$ cat src/rtl/orient_kp_scheduler_pkg.sv
// Shared constants and record layouts for the orientation keypoint scheduler.
// - ORI_LAT   : cycles from a column on o_col to its cos/sin from the unit
// - tag_t     : {v, x, y} keypoint tag carried through the latency-matching delay line
// - entry_t   : {x, y, cos, sin} output FIFO record (44 bits)
package orient_kp_scheduler_pkg;

  localparam int ORI_LAT    = 7;
  localparam int COORD_W    = 10;
  localparam int TRIG_W     = 12;
  localparam int COL_W      = 56;
  localparam int FIFO_DEPTH = 4;
  localparam int DROP_W     = 16;
  localparam int RUN_W      = 3;
  localparam int DEF_WIDTH  = 640;
  localparam int DEF_HEIGHT = 480;

  // A full 7x7 window needs 7 consecutive valid columns and a centre 3 away from the edges.
  localparam logic [RUN_W-1:0]   RUN_FULL   = 3'd7;
  localparam logic [COORD_W-1:0] WIN_MIN    = 10'd6;
  localparam logic [COORD_W-1:0] WIN_HALF   = 10'd3;

  typedef struct packed {
    logic               v;
    logic [COORD_W-1:0] x;
    logic [COORD_W-1:0] y;
  } tag_t;

  typedef struct packed {
    logic [COORD_W-1:0] x;
    logic [COORD_W-1:0] y;
    logic [TRIG_W-1:0]  cos_v;
    logic [TRIG_W-1:0]  sin_v;
  } entry_t;

  localparam int ENTRY_W = $bits(entry_t);

  // Saturating run-length increment.
  function automatic logic [RUN_W-1:0] run_inc(input logic [RUN_W-1:0] run);
    if (run == RUN_FULL) begin
      return RUN_FULL;
    end else begin
      return run + 3'd1;
    end
  endfunction

endpackage

$ cat src/rtl/orient_kp_scheduler_if.sv
// Bundle of the scheduler's stream, orientation-unit and consumer signals.
// - slave  : the scheduler side (takes i_*, drives o_*)
// - master : the environment side (drives i_*, takes o_*)
// Signals: i_valid/i_sof/i_col/i_kp column stream, o_col to the unit, i_cos/i_sin
// from the unit, o_valid/i_ready pop handshake, o_x/o_y/o_cos/o_sin FIFO head,
// o_drop_cnt saturating count of keypoints lost to a full FIFO.
interface orient_kp_scheduler_if;
  import orient_kp_scheduler_pkg::*;

  logic                      i_valid;
  logic                      i_sof;
  logic [COL_W-1:0]          i_col;
  logic                      i_kp;
  logic [COL_W-1:0]          o_col;
  logic signed [TRIG_W-1:0]  i_cos;
  logic signed [TRIG_W-1:0]  i_sin;
  logic                      o_valid;
  logic                      i_ready;
  logic [COORD_W-1:0]        o_x;
  logic [COORD_W-1:0]        o_y;
  logic signed [TRIG_W-1:0]  o_cos;
  logic signed [TRIG_W-1:0]  o_sin;
  logic [DROP_W-1:0]         o_drop_cnt;

  modport slave (
    input  i_valid, i_sof, i_col, i_kp, i_cos, i_sin, i_ready,
    output o_col, o_valid, o_x, o_y, o_cos, o_sin, o_drop_cnt
  );

  modport master (
    output i_valid, i_sof, i_col, i_kp, i_cos, i_sin, i_ready,
    input  o_col, o_valid, o_x, o_y, o_cos, o_sin, o_drop_cnt
  );

endinterface

$ cat src/rtl/orient_kp_scheduler_kp_sync_fifo.sv
// Small first-word-fall-through synchronous FIFO.
// Ports: i_clk, i_rst_n (async active-low), i_push/i_data write side,
// i_pop read side, o_data = head entry, o_full, o_empty.
// A push while full is accepted only when a pop frees the slot in the same cycle.
module kp_sync_fifo #(
  parameter int W     = 44,
  parameter int DEPTH = 4
) (
  input  logic         i_clk,
  input  logic         i_rst_n,
  input  logic         i_push,
  input  logic [W-1:0] i_data,
  input  logic         i_pop,
  output logic [W-1:0] o_data,
  output logic         o_full,
  output logic         o_empty
);

  localparam int AW = $clog2(DEPTH);
  localparam logic [AW:0] CNT_FULL = (AW + 1)'(DEPTH);

  logic [W-1:0]  mem_q [DEPTH];
  logic [AW-1:0] wr_q, wr_d;
  logic [AW-1:0] rd_q, rd_d;
  logic [AW:0]   cnt_q, cnt_d;
  logic          do_push_s;
  logic          do_pop_s;

  assign o_empty   = (cnt_q == '0);
  assign o_full    = (cnt_q == CNT_FULL);
  assign do_pop_s  = i_pop & ~o_empty;
  assign do_push_s = i_push & (~o_full | do_pop_s);
  assign o_data    = mem_q[rd_q];

  // Next pointers and occupancy.
  always_comb begin
    wr_d  = do_push_s ? wr_q + AW'(1) : wr_q;
    rd_d  = do_pop_s  ? rd_q + AW'(1) : rd_q;
    cnt_d = cnt_q;
    case ({do_push_s, do_pop_s})
      2'b10:   cnt_d = cnt_q + (AW + 1)'(1);
      2'b01:   cnt_d = cnt_q - (AW + 1)'(1);
      default: cnt_d = cnt_q;
    endcase
  end

  // Storage, pointers and occupancy registers; storage is cleared so the head reads 0 after reset.
  always_ff @(posedge i_clk or negedge i_rst_n) begin
    if (!i_rst_n) begin
      for (int k = 0; k < DEPTH; k++) begin
        mem_q[k] <= '0;
      end
      wr_q  <= '0;
      rd_q  <= '0;
      cnt_q <= '0;
    end else begin
      if (do_push_s) begin
        mem_q[wr_q] <= i_data;
      end
      wr_q  <= wr_d;
      rd_q  <= rd_d;
      cnt_q <= cnt_d;
    end
  end

endmodule

$ cat src/rtl/orient_kp_scheduler.sv
// Sequencer for the free-running 7x7 orientation unit.
// Ports: i_clk, i_rst_n (async active-low), bus (slave modport):
//   column stream in -> o_col to the unit; keypoints tagged with their window
//   centre (x-3, y-3), delayed ORI_LAT cycles to meet i_cos/i_sin, then pushed
//   into a FWFT FIFO popped by the descriptor stage (o_valid & i_ready).
//   o_drop_cnt counts keypoints lost to a full FIFO (saturating).
module orient_kp_scheduler
  import orient_kp_scheduler_pkg::*;
#(
  parameter int WIDTH  = DEF_WIDTH,
  parameter int HEIGHT = DEF_HEIGHT
) (
  input  logic                  i_clk,
  input  logic                  i_rst_n,
  orient_kp_scheduler_if.slave  bus
);

  localparam logic [COORD_W-1:0] X_LAST = COORD_W'(WIDTH - 1);
  localparam logic [COORD_W-1:0] Y_LAST = COORD_W'(HEIGHT - 1);

  logic [COORD_W-1:0] x_q, x_d;
  logic [COORD_W-1:0] y_q, y_d;
  logic [RUN_W-1:0]   run_q, run_d;
  logic [DROP_W-1:0]  drop_q, drop_d;
  tag_t               tag_d;
  tag_t               dly_q [ORI_LAT];
  tag_t               tag_out_s;
  entry_t             fifo_in_s;
  entry_t             fifo_head_s;
  logic               fifo_full_s;
  logic               fifo_empty_s;
  logic               pop_s;

  // The unit clocks every cycle, so idle cycles must present a zero column.
  assign bus.o_col = (bus.i_valid & i_rst_n) ? bus.i_col : '0;

  // Coordinates and run length of the current column (x_d/y_d/run_d include it).
  always_comb begin
    x_d   = x_q;
    y_d   = y_q;
    run_d = '0;
    if (bus.i_valid) begin
      if (bus.i_sof) begin
        x_d   = '0;
        y_d   = '0;
        run_d = 3'd1;
      end else begin
        run_d = run_inc(run_q);
        if (x_q == X_LAST) begin
          x_d = '0;
          y_d = (y_q == Y_LAST) ? y_q : y_q + 10'd1;
        end else begin
          x_d = x_q + 10'd1;
          y_d = y_q;
        end
      end
    end else begin
      run_d = '0;
    end
  end

  // Tag gate: only keypoints whose full 7x7 window has been streamed are forwarded.
  always_comb begin
    tag_d = '0;
    if (bus.i_valid && bus.i_kp && (run_d == RUN_FULL) &&
        (x_d >= WIN_MIN) && (y_d >= WIN_MIN)) begin
      tag_d.v = 1'b1;
      tag_d.x = x_d - WIN_HALF;
      tag_d.y = y_d - WIN_HALF;
    end else begin
      tag_d = '0;
    end
  end

  assign tag_out_s       = dly_q[ORI_LAT-1];
  assign pop_s           = ~fifo_empty_s & bus.i_ready;
  assign fifo_in_s.x     = tag_out_s.x;
  assign fifo_in_s.y     = tag_out_s.y;
  assign fifo_in_s.cos_v = bus.i_cos;
  assign fifo_in_s.sin_v = bus.i_sin;

  // Drop count: a tag exiting into a full FIFO with no pop this cycle is lost.
  always_comb begin
    if (tag_out_s.v && fifo_full_s && !pop_s && (drop_q != 16'hFFFF)) begin
      drop_d = drop_q + 16'd1;
    end else begin
      drop_d = drop_q;
    end
  end

  // Counter, run-length, delay-line and drop-count registers.
  always_ff @(posedge i_clk or negedge i_rst_n) begin
    if (!i_rst_n) begin
      x_q    <= '0;
      y_q    <= '0;
      run_q  <= '0;
      drop_q <= '0;
      for (int k = 0; k < ORI_LAT; k++) begin
        dly_q[k] <= '0;
      end
    end else begin
      x_q    <= x_d;
      y_q    <= y_d;
      run_q  <= run_d;
      drop_q <= drop_d;
      dly_q[0] <= tag_d;
      for (int k = 1; k < ORI_LAT; k++) begin
        dly_q[k] <= dly_q[k-1];
      end
    end
  end

  kp_sync_fifo #(
    .W     (ENTRY_W),
    .DEPTH (FIFO_DEPTH)
  ) u_fifo (
    .i_clk   (i_clk),
    .i_rst_n (i_rst_n),
    .i_push  (tag_out_s.v),
    .i_data  (fifo_in_s),
    .i_pop   (pop_s),
    .o_data  (fifo_head_s),
    .o_full  (fifo_full_s),
    .o_empty (fifo_empty_s)
  );

  assign bus.o_valid    = ~fifo_empty_s;
  assign bus.o_x        = fifo_head_s.x;
  assign bus.o_y        = fifo_head_s.y;
  assign bus.o_cos      = fifo_head_s.cos_v;
  assign bus.o_sin      = fifo_head_s.sin_v;
  assign bus.o_drop_cnt = drop_q;

endmodule

$ cat src/flat_wrapper.sv
// flat-port wrapper written by rule: the top's interface ports become plain ports
module orient_kp_scheduler_flat import orient_kp_scheduler_pkg::*;
#(
  parameter int WIDTH  = DEF_WIDTH,
  parameter int HEIGHT = DEF_HEIGHT
)
  (i_clk, i_rst_n, bus_i_valid, bus_i_sof, bus_i_col, bus_i_kp, bus_i_cos, bus_i_sin, bus_i_ready, bus_o_col, bus_o_valid, bus_o_x, bus_o_y, bus_o_cos, bus_o_sin, bus_o_drop_cnt);
  orient_kp_scheduler_if bus_i ();
  input  logic i_clk;
  input  logic i_rst_n;
  input wire logic [$bits(bus_i.i_valid)-1:0] bus_i_valid;
  input wire logic [$bits(bus_i.i_sof)-1:0] bus_i_sof;
  input wire logic [$bits(bus_i.i_col)-1:0] bus_i_col;
  input wire logic [$bits(bus_i.i_kp)-1:0] bus_i_kp;
  input wire logic [$bits(bus_i.i_cos)-1:0] bus_i_cos;
  input wire logic [$bits(bus_i.i_sin)-1:0] bus_i_sin;
  input wire logic [$bits(bus_i.i_ready)-1:0] bus_i_ready;
  output wire logic [$bits(bus_i.o_col)-1:0] bus_o_col;
  output wire logic [$bits(bus_i.o_valid)-1:0] bus_o_valid;
  output wire logic [$bits(bus_i.o_x)-1:0] bus_o_x;
  output wire logic [$bits(bus_i.o_y)-1:0] bus_o_y;
  output wire logic [$bits(bus_i.o_cos)-1:0] bus_o_cos;
  output wire logic [$bits(bus_i.o_sin)-1:0] bus_o_sin;
  output wire logic [$bits(bus_i.o_drop_cnt)-1:0] bus_o_drop_cnt;
  assign bus_i.i_valid = bus_i_valid;
  assign bus_i.i_sof = bus_i_sof;
  assign bus_i.i_col = bus_i_col;
  assign bus_i.i_kp = bus_i_kp;
  assign bus_i.i_cos = bus_i_cos;
  assign bus_i.i_sin = bus_i_sin;
  assign bus_i.i_ready = bus_i_ready;
  assign bus_o_col = bus_i.o_col;
  assign bus_o_valid = bus_i.o_valid;
  assign bus_o_x = bus_i.o_x;
  assign bus_o_y = bus_i.o_y;
  assign bus_o_cos = bus_i.o_cos;
  assign bus_o_sin = bus_i.o_sin;
  assign bus_o_drop_cnt = bus_i.o_drop_cnt;
  orient_kp_scheduler #(.WIDTH(WIDTH), .HEIGHT(HEIGHT)) u_core (.i_clk(i_clk), .i_rst_n(i_rst_n), .bus(bus_i));
endmodule
$ cat config.mk
export PLATFORM = sky130hd
export DESIGN_NAME = orient_kp_scheduler_flat
export DESIGN_NICKNAME = d
export VERILOG_FILES = /design/src/rtl/orient_kp_scheduler_pkg.sv /design/src/rtl/orient_kp_scheduler_if.sv /design/src/rtl/orient_kp_scheduler_kp_sync_fifo.sv /design/src/rtl/orient_kp_scheduler.sv /design/src/flat_wrapper.sv
export SDC_FILE = /design/constraint.sdc
export NUM_CORES = 1
export LEC_CHECK = 0
export CORE_AREA = 5 5 187 189
export DETAILED_ROUTE_END_ITERATION = 16
export DIE_AREA = 0 0 192 194
export PLACE_DENSITY_LB_ADDON = 0.2
export SLEW_MARGIN = 20
export SYNTH_ARGS = -nofsm -noshare
export SYNTH_HDL_FRONTEND = slang
export SYNTH_SLANG_ARGS = --single-unit
$ cat constraint.sdc
create_clock -name i_clk -period 5.3 [get_ports i_clk]
set_clock_uncertainty 0.15 [all_clocks]
set_input_delay 0.53 -clock i_clk [delete_from_list [all_inputs] [get_ports i_clk]]
set_output_delay 0.53 -clock i_clk [all_outputs]
set_load 0.05 [all_outputs]
==> run metrics <==
status=finished, final reports clean; Die Area=37200 um2; Post-synth EDFFs=0; Peak Freq=268 MHz; Lkg Pwr=0.00895 uW; worst-case reg-to-reg path depth=12; Iter 0 DRT Violations=441; clock network fraction of total power=42.9%; DRC=0; DR vias=8353; gr usage total=15.6%; Final GP Congestion=0.924; Worst Setup Start Kind=flop; DR pass1 iterations=4; num ports=203; worst hold-check path type=reg2reg; first-pass GRT wire length=47.6 mm; max layer used=met4; sw frac=24.1%; Mapped Cells=964; Comb pwr share=10.6%; CP required=4620 ps; Die Span Y=194 um; Reg power frac=46.5%; wire per inst=17.4 um; Clock Path Buffers=3; sw power=1520 uW; DR WL met2=13.7 mm; critical-path maximum fanout=44; final total power=6290 uW; H-tree depth=2; metal3 WL=1.73 mm; peak supply drop=229 uV; latest clock arrival within the worst-skew pair=510 ps; Area Growth Syn to Fin=26.0%; CTS tree=built; row count=67; largest net degree at the start of global routing=185; WP buf/inv=2; DP HPWL=18.1 mm; hold slack=177 ps; sequential share of the synthesized area=63.3%; initial core utilization=44.1%; R2R setup slack=1630 ps; Yosys reg bits=369; Register Area=9240 um2; Worst Setup SP=u_core.u_fifo.rd_q[0]; IO Port Bufs=202; Synth warnings=0; die span in x=192 um; Detail Route Antenna Nets=0; slowest library cell on the worst path=clkdlybuf4s50_1; area of the multi-input gates=5090 um2; synth top area cells=dfrtp_1 (63%), mux2_2 (14%), mux4_2 (6.8%); post-synth top area share=63.3%; Crit. End Element=output pin; Yosys cell types=66; Core Box Area=33100 um2; Final Setup Violations=0; endpoints failing hold=0; RR Startpoint=u_core.y_q[0]; period utilization=70.3%; pwr dens=342 nW/um2; Worst path max stage delay=730 ps; Metal-1 WL=12.6 mm; Filler Cell Count=2721; clock root cell=clkbuf_16; Slew headroom=33.6%; Worst path top cell family by delay=buffers and inverters; CTS clk-pin slew, worst paths=60 ps; clk sinks=369; max_cap viols=0; vias in the first global route=9118; Top FF cell, synth=dfrtp_1; minimum clock period=3730 ps; RSZ-0062 raised after global routing=no; end point of the critical path=bus_o_y[2]; Commonest cells post-synth=dfrtp_1 (369), mux2_2 (177), and3_1 (59), mux4_2 (44), clkbuf_1 (35); number of diodes=0; Crit Path Class=reg2out; area leader, netlist=dfrtp_1; setup TNS=0 ps; average size of a mapped cell=15.1 um2; DRT Wirelength=28.7 mm; FF-to-FF End=u_core.dly_q[135]; Levels on crit path=3; pin slew with the least headroom to its limit=996 ps; critical path arrival=3050 ps; Slew Limit Fails=0; share of cells above drive strength 1=27.9%; top-count cell post-synth=dfrtp_1; Post-Synthesis Net Count=1064; cell-internal power=4770 uW; Synth Cell Area=14600 um2; total global routing overflow=0; crit path cell chain=buf_4, mux4_2, clkdlybuf4s50_1; NumNets Final=1271; number of antenna violations at the first check in global routing=0; share of flip-flops with an asynchronous set or reset=100%; TritonCTS buffer count=39; post-DR vias/cell=5.07
==> layout make-up <==
type / count / share of cell area (%)
inverters: 20 / 0.408
repair buffers: 213 / 11.6
clock inverters: 13 / 0.898
well taps: 448 / 3.05
clock buffers: 56 / 6.15
flip-flops and latches: 369 / 50.2
multi-input cells: 528 / 27.7
==> power by group through the flow <==
stage	sequential (uW)	combinational [uW]	clock, uW
CTS	2920	688	2800
finish	2920	667	2700
global route	2930	738	2910
detailed placement	2970	686	0
floorplan	2910	472	0
global placement	2970	686	0
==> cells by family after synthesis <==
kind of cell | after synthesis | share of synthesized area (%)
AND/OR/NAND/NOR | 205 | 8.12
flip-flops | 369 | 63.3
buffers and inverters | 67 | 1.88
AO/OA/AOI/OAI | 46 | 2.48
XOR/XNOR | 39 | 2.34
adder cells (fa/ha/maj) | 15 | 1.32
multiplexers | 223 | 20.6
==> stage by stage <==
stage | instances | setup slack [ps] | cell area [um2] | utilization [%]
2_1_floorplan | 964 | 2280 | 14600 | -
3_3_place_gp | 1577 | 1530 | 17100 | 51.6
3_5_place_dp | 1577 | 1470 | 17100 | 51.6
4_1_cts | 1647 | 1470 | 18400 | 55.5
5_1_grt | 1647 | 1210 | 18400 | 55.5
6_report | 1647 | 1570 | 18400 | 55.5
==> placed cells by master (no fill, tap or decap), drive strengths merged, types with 2 or more instances in the layout <==
| cell | n |
|---|---|
| o211ai | 2 |
| a21o | 2 |
| mux2i | 2 |
| nor4b | 2 |
| nor4 | 7 |
| nand4b | 2 |
| and4 | 3 |
| or2 | 3 |
| nor2 | 44 |
| and2 | 4 |
| xor2 | 10 |
| nor3 | 10 |
| bufinv | 3 |
| o31ai | 4 |
| nand4 | 12 |
| and3 | 59 |
| inv | 21 |
| clkdlybuf4s50 | 201 |
| a21oi | 12 |
| nand2 | 33 |
| mux2 | 177 |
| a31o | 2 |
| ha | 13 |
| nand3 | 10 |
| clkbuf | 56 |
| nor2b | 2 |
| nand3b | 3 |
| mux4 | 44 |
| buf | 11 |
| or3 | 4 |
| dfrtp | 369 |
| a31oi | 5 |
| xnor2 | 29 |
| o21ai | 6 |
| a211o | 2 |
| or4 | 3 |
| clkinvlp | 4 |
| clkinv | 5 |
==> worst min path at each step <==
stage	cells after the start	to	from
6_report	0	u_core.dly_q[69]	u_core.dly_q[90]
5_1_grt	0	u_core.dly_q[2]	u_core.dly_q[23]
4_1_cts	0	u_core.dly_q[69]	u_core.dly_q[90]
3_5_place_dp	0	u_core.dly_q[0]	u_core.dly_q[21]
3_3_place_gp	0	u_core.dly_q[30]	u_core.dly_q[51]
2_1_floorplan	0	u_core.bus.o_drop_cnt[0]	i_rst_n
==> state kept, by name, indices dropped and copies added (netlist names) <==
| signal | cells |
|---|---|
| u_core.u_fifo.wr_q | 2 |
| u_core.bus.o_drop_cnt | 16 |
| u_core.y_q | 10 |
| u_core.x_q | 10 |
| u_core.u_fifo.cnt_q | 3 |
| u_core.u_fifo.mem_q | 176 |
| u_core.run_q | 3 |
| u_core.dly_q | 147 |
| u_core.u_fifo.rd_q | 2 |
==> worst reg2reg max path, delay by kind of cell (launching register included) <==
family,cells,cell delay (ps)
buf+inv,1,80
simple gates,6,1440
compound gates,2,760
xor+xnor,1,160
flops,1,460
fa+ha+maj,2,480
==> layer usage <==
layer	GRT usage, %	vias up
met5	0	-
met4	4.15	0
met3	3.75	43
met2	25.3	224
met1	21.3	4221
li1	-	3865
==> timing repair <==
| action | 4_1_cts | 5_1_grt |
|---|---|---|
| setup buffers | 0 | 0 |
| hold buffers | 1 | 0 |
| gates resized for setup | 0 | 0 |
| hold endpoints to repair | 71 | 0 |
(Power assumes the default switching activity.)
